===== src/rtl/ex_div_pkg.sv =====
// ex_div_pkg: shared widths, FSM states and sign helpers for the ex_div divider
package ex_div_pkg;
  localparam int REG_W = 32;
  localparam int DREG_W = 64;
  localparam logic [REG_W-1:0] ZERO_WORD = '0;
  typedef enum logic [1:0] {
    DIV_FREE    = 2'b00,
    DIV_BY_ZERO = 2'b01,
    DIV_ON      = 2'b10,
    DIV_END     = 2'b11
  } div_state_t;
  function automatic logic [REG_W-1:0] neg_if(input logic [REG_W-1:0] x, input logic n);
    return n ? -x : x;
  endfunction
  function automatic logic [REG_W-1:0] mag(input logic [REG_W-1:0] x);
    return neg_if(x, x[REG_W-1]);
  endfunction
endpackage


===== src/rtl/ex_div_step.sv =====
// ex_div_step: one restoring iteration on the {remainder, quotient} partial
module ex_div_step
  import ex_div_pkg::*;
(
  input  logic [DREG_W-1:0] partial,
  input  logic [REG_W-1:0]  divisor,
  output logic [DREG_W-1:0] next
);
  logic [DREG_W-1:0] sh;
  logic [REG_W:0] trial;
  assign sh = {partial[DREG_W-2:0], 1'b0};
  assign trial = {1'b0, sh[DREG_W-1:REG_W]} - {1'b0, divisor};
  assign next = trial[REG_W] ? sh : {trial[REG_W-1:0], sh[REG_W-1:1], 1'b1};
endmodule


===== src/rtl/ex_div.sv =====
// ex_div: iterative 32-bit radix-2 restoring divider for the EX stage
// DIV_ZERO_SKIP_EN: short-circuit a zero divisor through DIV_BY_ZERO
module ex_div
  import ex_div_pkg::*;
(
  input  logic              clk,
  input  logic              rst,
  input  logic              signed_div_i,
  input  logic [REG_W-1:0]  opdata1_i,
  input  logic [REG_W-1:0]  opdata2_i,
  input  logic              start_i,
  input  logic              annul_i,
  output logic [DREG_W-1:0] result_o,
  output logic              ready_o
);
  div_state_t state;
  logic [4:0] cnt;
  logic [REG_W-1:0] divisor;
  logic [DREG_W-1:0] partial, step_out;
  logic qsign, rsign;
  ex_div_step u_step (.partial(partial), .divisor(divisor), .next(step_out));
  always_ff @(posedge clk or posedge rst)
    if (rst) begin
      state <= DIV_FREE;
      cnt <= '0;
      divisor <= '0;
      partial <= '0;
      qsign <= 1'b0;
      rsign <= 1'b0;
      ready_o <= 1'b0;
      result_o <= '0;
    end else
      case (state)
        DIV_FREE:
          if (start_i && !annul_i) begin
            partial <= {ZERO_WORD, signed_div_i ? mag(opdata1_i) : opdata1_i};
            divisor <= signed_div_i ? mag(opdata2_i) : opdata2_i;
            qsign <= signed_div_i & (opdata1_i[REG_W-1] ^ opdata2_i[REG_W-1]);
            rsign <= signed_div_i & opdata1_i[REG_W-1];
            cnt <= '0;
`ifdef DIV_ZERO_SKIP_EN
            state <= opdata2_i == ZERO_WORD ? DIV_BY_ZERO : DIV_ON;
`else
            state <= DIV_ON;
`endif
          end else begin
            ready_o <= 1'b0;
            result_o <= '0;
          end
`ifdef DIV_ZERO_SKIP_EN
        DIV_BY_ZERO: begin
          state <= DIV_END;
          ready_o <= 1'b1;
          result_o <= '0;
        end
`endif
        DIV_ON:
          if (annul_i) begin
            state <= DIV_FREE;
            ready_o <= 1'b0;
            result_o <= '0;
          end else begin
            partial <= step_out;
            cnt <= cnt + 5'd1;
            if (cnt == 5'd31) begin
              state <= DIV_END;
              ready_o <= 1'b1;
              result_o <= {neg_if(step_out[DREG_W-1:REG_W], rsign), neg_if(step_out[REG_W-1:0], qsign)};
            end
          end
        DIV_END:
          if (!start_i) begin
            state <= DIV_FREE;
            ready_o <= 1'b0;
            result_o <= '0;
          end
        default: state <= DIV_FREE;
      endcase
endmodule


===== config.mk =====
export PLATFORM = sky130hd
export DESIGN_NAME = ex_div
export DESIGN_NICKNAME = d
export VERILOG_FILES = /design/src/rtl/ex_div_pkg.sv /design/src/rtl/ex_div_step.sv /design/src/rtl/ex_div.sv
export SDC_FILE = /design/constraint.sdc
export NUM_CORES = 1
export LEC_CHECK = 0
export BUFFER_PORTS_ARGS = -buffer_cell sky130_fd_sc_hd__buf_2
export CORE_AREA = 2 2 193 214
export DETAILED_ROUTE_END_ITERATION = 10
export DIE_AREA = 0 0 195 216
export GPL_TIMING_DRIVEN = 1
export PLACE_DENSITY = 0.55
export SLEW_MARGIN = 20
export SYNTH_ARGS = -nofsm -noshare
export SYNTH_HDL_FRONTEND = slang
export SYNTH_SLANG_ARGS = --single-unit

===== constraint.sdc =====
create_clock -name clk -period 14.08 [get_ports clk]
set_clock_uncertainty 0.05 [all_clocks]
set_input_delay 2.112 -clock clk [delete_from_list [all_inputs] [get_ports clk]]
set_output_delay 2.112 -clock clk [all_outputs]
set_load 0.01 [all_outputs]

==> reports/results.ini <==
[status]
status = complete, no violations

[clocking]
worst_skew_pair.late_latency_ns = 0.46
ctsHoldBuffers = 0
cts_setup_buffers = 0
max-clock-path-buffers = 2
cts_root_buf = clkbuf_16
cts_sinks = 169
cts.clk_slew.worst_paths_ns = 0.07
ctsResizeCount = 0
numCtsBuffers = 17
cts_tree = built
h-tree-depth = 4

[detailed_routing]
wire_per_inst_um = 17.45
initialDrtViolationCount = 584
drc_errors = 0
routed_wl_um = 35920
vias = 10687
ant_nets = 0
first_pass_iters = 5
via_per_inst = 5.193

[die]
die_w_um = 195
core-area_mm2 = 0.03989
pin_count = 134
fp.dieArea_mm2 = 0.04212
die_h_um = 216
start_util = 0.2977
row_count = 77

[logic_synthesis]
netlist_area_mm2 = 0.01187
yosysTopAreaCellShare = 0.3562
synthesis.instances = 1452
synth_xor_area_frac = 0.1033
synthMuxAreaShare = 0.02202
async_reset_ff_frac = 1.000
synth_edf_count = 0
synthAdderAreaFrac = 0.04173
synth_ff_type = dfrtp_1
synth_compound_area_frac = 0.2393
syn_nets = 1560
synth_seq_cells = 169
synth_top_family_by_area = compound AO/OA/AOI/OAI gates
synth_top_area_cell = dfrtp_1
synthSimpleGateAreaFrac = 0.1897
synth.area.top_cells = dfrtp_1 36%, o21ai_0 7.3%, nand2_1 7.3%, xor2_1 6.1%, xnor2_1 4.2%
synth_warnings = 0
ys_types = 77
ys_seq_area_frac = 0.3562
syn_avg_cell_area_um2 = 8.178

[placement]
hpwl_um = 27440
dpl_cell_area_mm2 = 0.01294
port_buffers = 133
globalplace.congestion = 0.8873

[timing]
relSlewSlack = 0.4336
slew_violations = 0
finalSetupTns_ns = 0
tightest_slew_ns = 0.8496
setup_viol = 0
fin_crit_sh = 0.4002
period_needed_ns = 5.634
fmax_mhz = 177.5
rsz0062_at_grt = false
hold_viol = 0

[power]
ir_worst_vdd_v = 0.0001084
power_density_mw_per_mm2 = 238.5
p_leak_nw = 6.101

[setup_path]
startpoint_type = flip-flop
critPathMaxFanout = 50
end_kind = flip-flop
ff2ff_setup_slack_ns = 8.45
arrival_ns = 5.89
worstSetupPathType = flip-flop to flip-flop
required_ns = 14.34

[grt]
grt_pass1_wl_um = 57260
track_usage = 0.1718
grt_max_degree = 93
grt-ovfl-total = 0
grt_pass1_vias = 10126
antenna_found_initial = 3

[layout]
fin_nets = 1637
final_area_mm2 = 0.01355
syn2layout_area_growth_pct = 14.13
final_util = 0.3398
drive_above_1_share = 0.1310

[job]
cap_violations = 0

[min_path]
worstHoldPathType = flip-flop to flip-flop

[layer usage]
metal	track usage	vias to the layer above	part of all wire
met2	0.2452	267	0.42
met3	0.02797	40	0.043
met5	0	-	0
li1	-	5332	-
met4	0.05954	0	0.023
met1	0.2592	5048	0.52
[metrics by stage]
stage	hold slack, ns	setup slack [ns]	cells	power (mW)
5_1_grt	0.4483	7.890	2058	3.517
3_5_place_dp	0.4131	8.441	2023	2.737
4_1_cts	0.4303	8.394	2055	3.236
3_3_place_gp	0.4080	8.577	2023	2.726
2_1_floorplan	0.3998	7.343	1452	2.198
6_report	0.4209	8.446	2058	3.231
[flip-flops by register name (all words and copies together) (netlist names)]
| register | count |
|---|---|
| rsign | 1 |
| qsign | 1 |
| cnt | 5 |
| result_o | 64 |
| partial | 63 |
| divisor | 32 |
| state | 2 |
| ready_o | 1 |
[synth_stat cells, drive strengths merged (6+ instances only)]
cell / count
nor2: 72
nor4: 17
o21ai: 201
dfrtp: 169
xnor2: 57
clkbuf: 65
a31oi: 7
mux2i: 25
a211oi: 8
a21o: 8
a22oi: 28
buf: 20
o211ai: 8
or3: 16
ha: 38
or4: 9
a22o: 11
inv: 58
a21oi: 74
nand2b: 17
nor2b: 7
and2: 8
nand4: 9
nand3: 34
nor3: 44
or2: 6
nand2: 230
o21a: 10
xor2: 83
o31ai: 39
o41ai: 11
[layout make-up]
type                    count  area [um^2]
fillers                  4254        26330
multi-input cells        1140         7113
flip-flops and latches    169         4229
repair buffers            143        740.7
well taps                 513        641.9
clock buffers              19        432.9
inverters                  58        222.7
clock inverters            13        163.9
diodes                      3        7.507
[final timing paths]
check | from | end | cells after the start
max in group asynchronous | rst | divisor[6] | 3
min in group asynchronous | rst | result_o[19] | 2
worst min-delay path | ready_o | ready_o | 2
worst max-delay path | partial[38] | result_o[28] | 18
worst max register to register | partial[38] | result_o[28] | 18
worst min register to register | ready_o | ready_o | 2
[critical path: stages, from the launching register on]
cell	delay, ns
dfrtp_1	0.46
ha_1	0.42
a21oi_1	0.27
nand2_1	0.16
o21a_1	0.35
o211ai_1	0.36
nand2_2	0.07
buf_4	0.33
inv_2	0.67
ha_1	0.30
nand2_1	0.07
or3_1	0.36
or2_2	0.34
nand2b_1	0.25
o21ai_0	0.40
nand3_1	0.20
a21oi_1	0.19
xor2_1	0.15
o21ai_0	0.09
[cell usage in the layout, fill, tap and decap left out, types with 8 or more instances in the layout]
cell       synthesis  final
a21o_1             8      8
a21oi_1           72     72
a22o_1            11     11
a22oi_1           28     28
and2_1             8      8
buf_2             13    133
buf_4              0     10
clkbuf_16          0     17
dfrtp_1          169    169
ha_1              38     38
inv_1             57     56
mux2i_1           25     25
nand2_1          230    228
nand2b_1          17     16
nand3_1           32     32
nand4_1            9      9
nor2_1            72     71
nor3_1            44     43
nor4_1            16     16
o211ai_1           8      8
o21a_1            10     10
o21ai_0          174    173
o21ai_1           26     26
o31ai_1           37     37
o41ai_1           10     10
or3_1             16     16
or4_1              8      8
xnor2_1           57     57
xor2_1            83     83
[report_power, final]
part | total [mW] | switching [mW] | internal, mW | leakage, nW
sequential | 0.791 | 0.162 | 0.629 | 2.25
combinational | 1.95 | 1.23 | 0.722 | 3.56
clock | 0.487 | 0.220 | 0.267 | 0.289
[kinds of logic (layout without fill, tap and decap cells)]
logic type	after synthesis	after routing
buffers and inverters	143	233
other	0	3
AOI/OAI and AO/OA	448	448
DFF	169	169
xor gates and xnor gates	140	140
muxes	26	26
and+or+nand+nor	487	487
adders and majority gates	39	39
No activity file was read; power rests on OpenSTA's default activity.
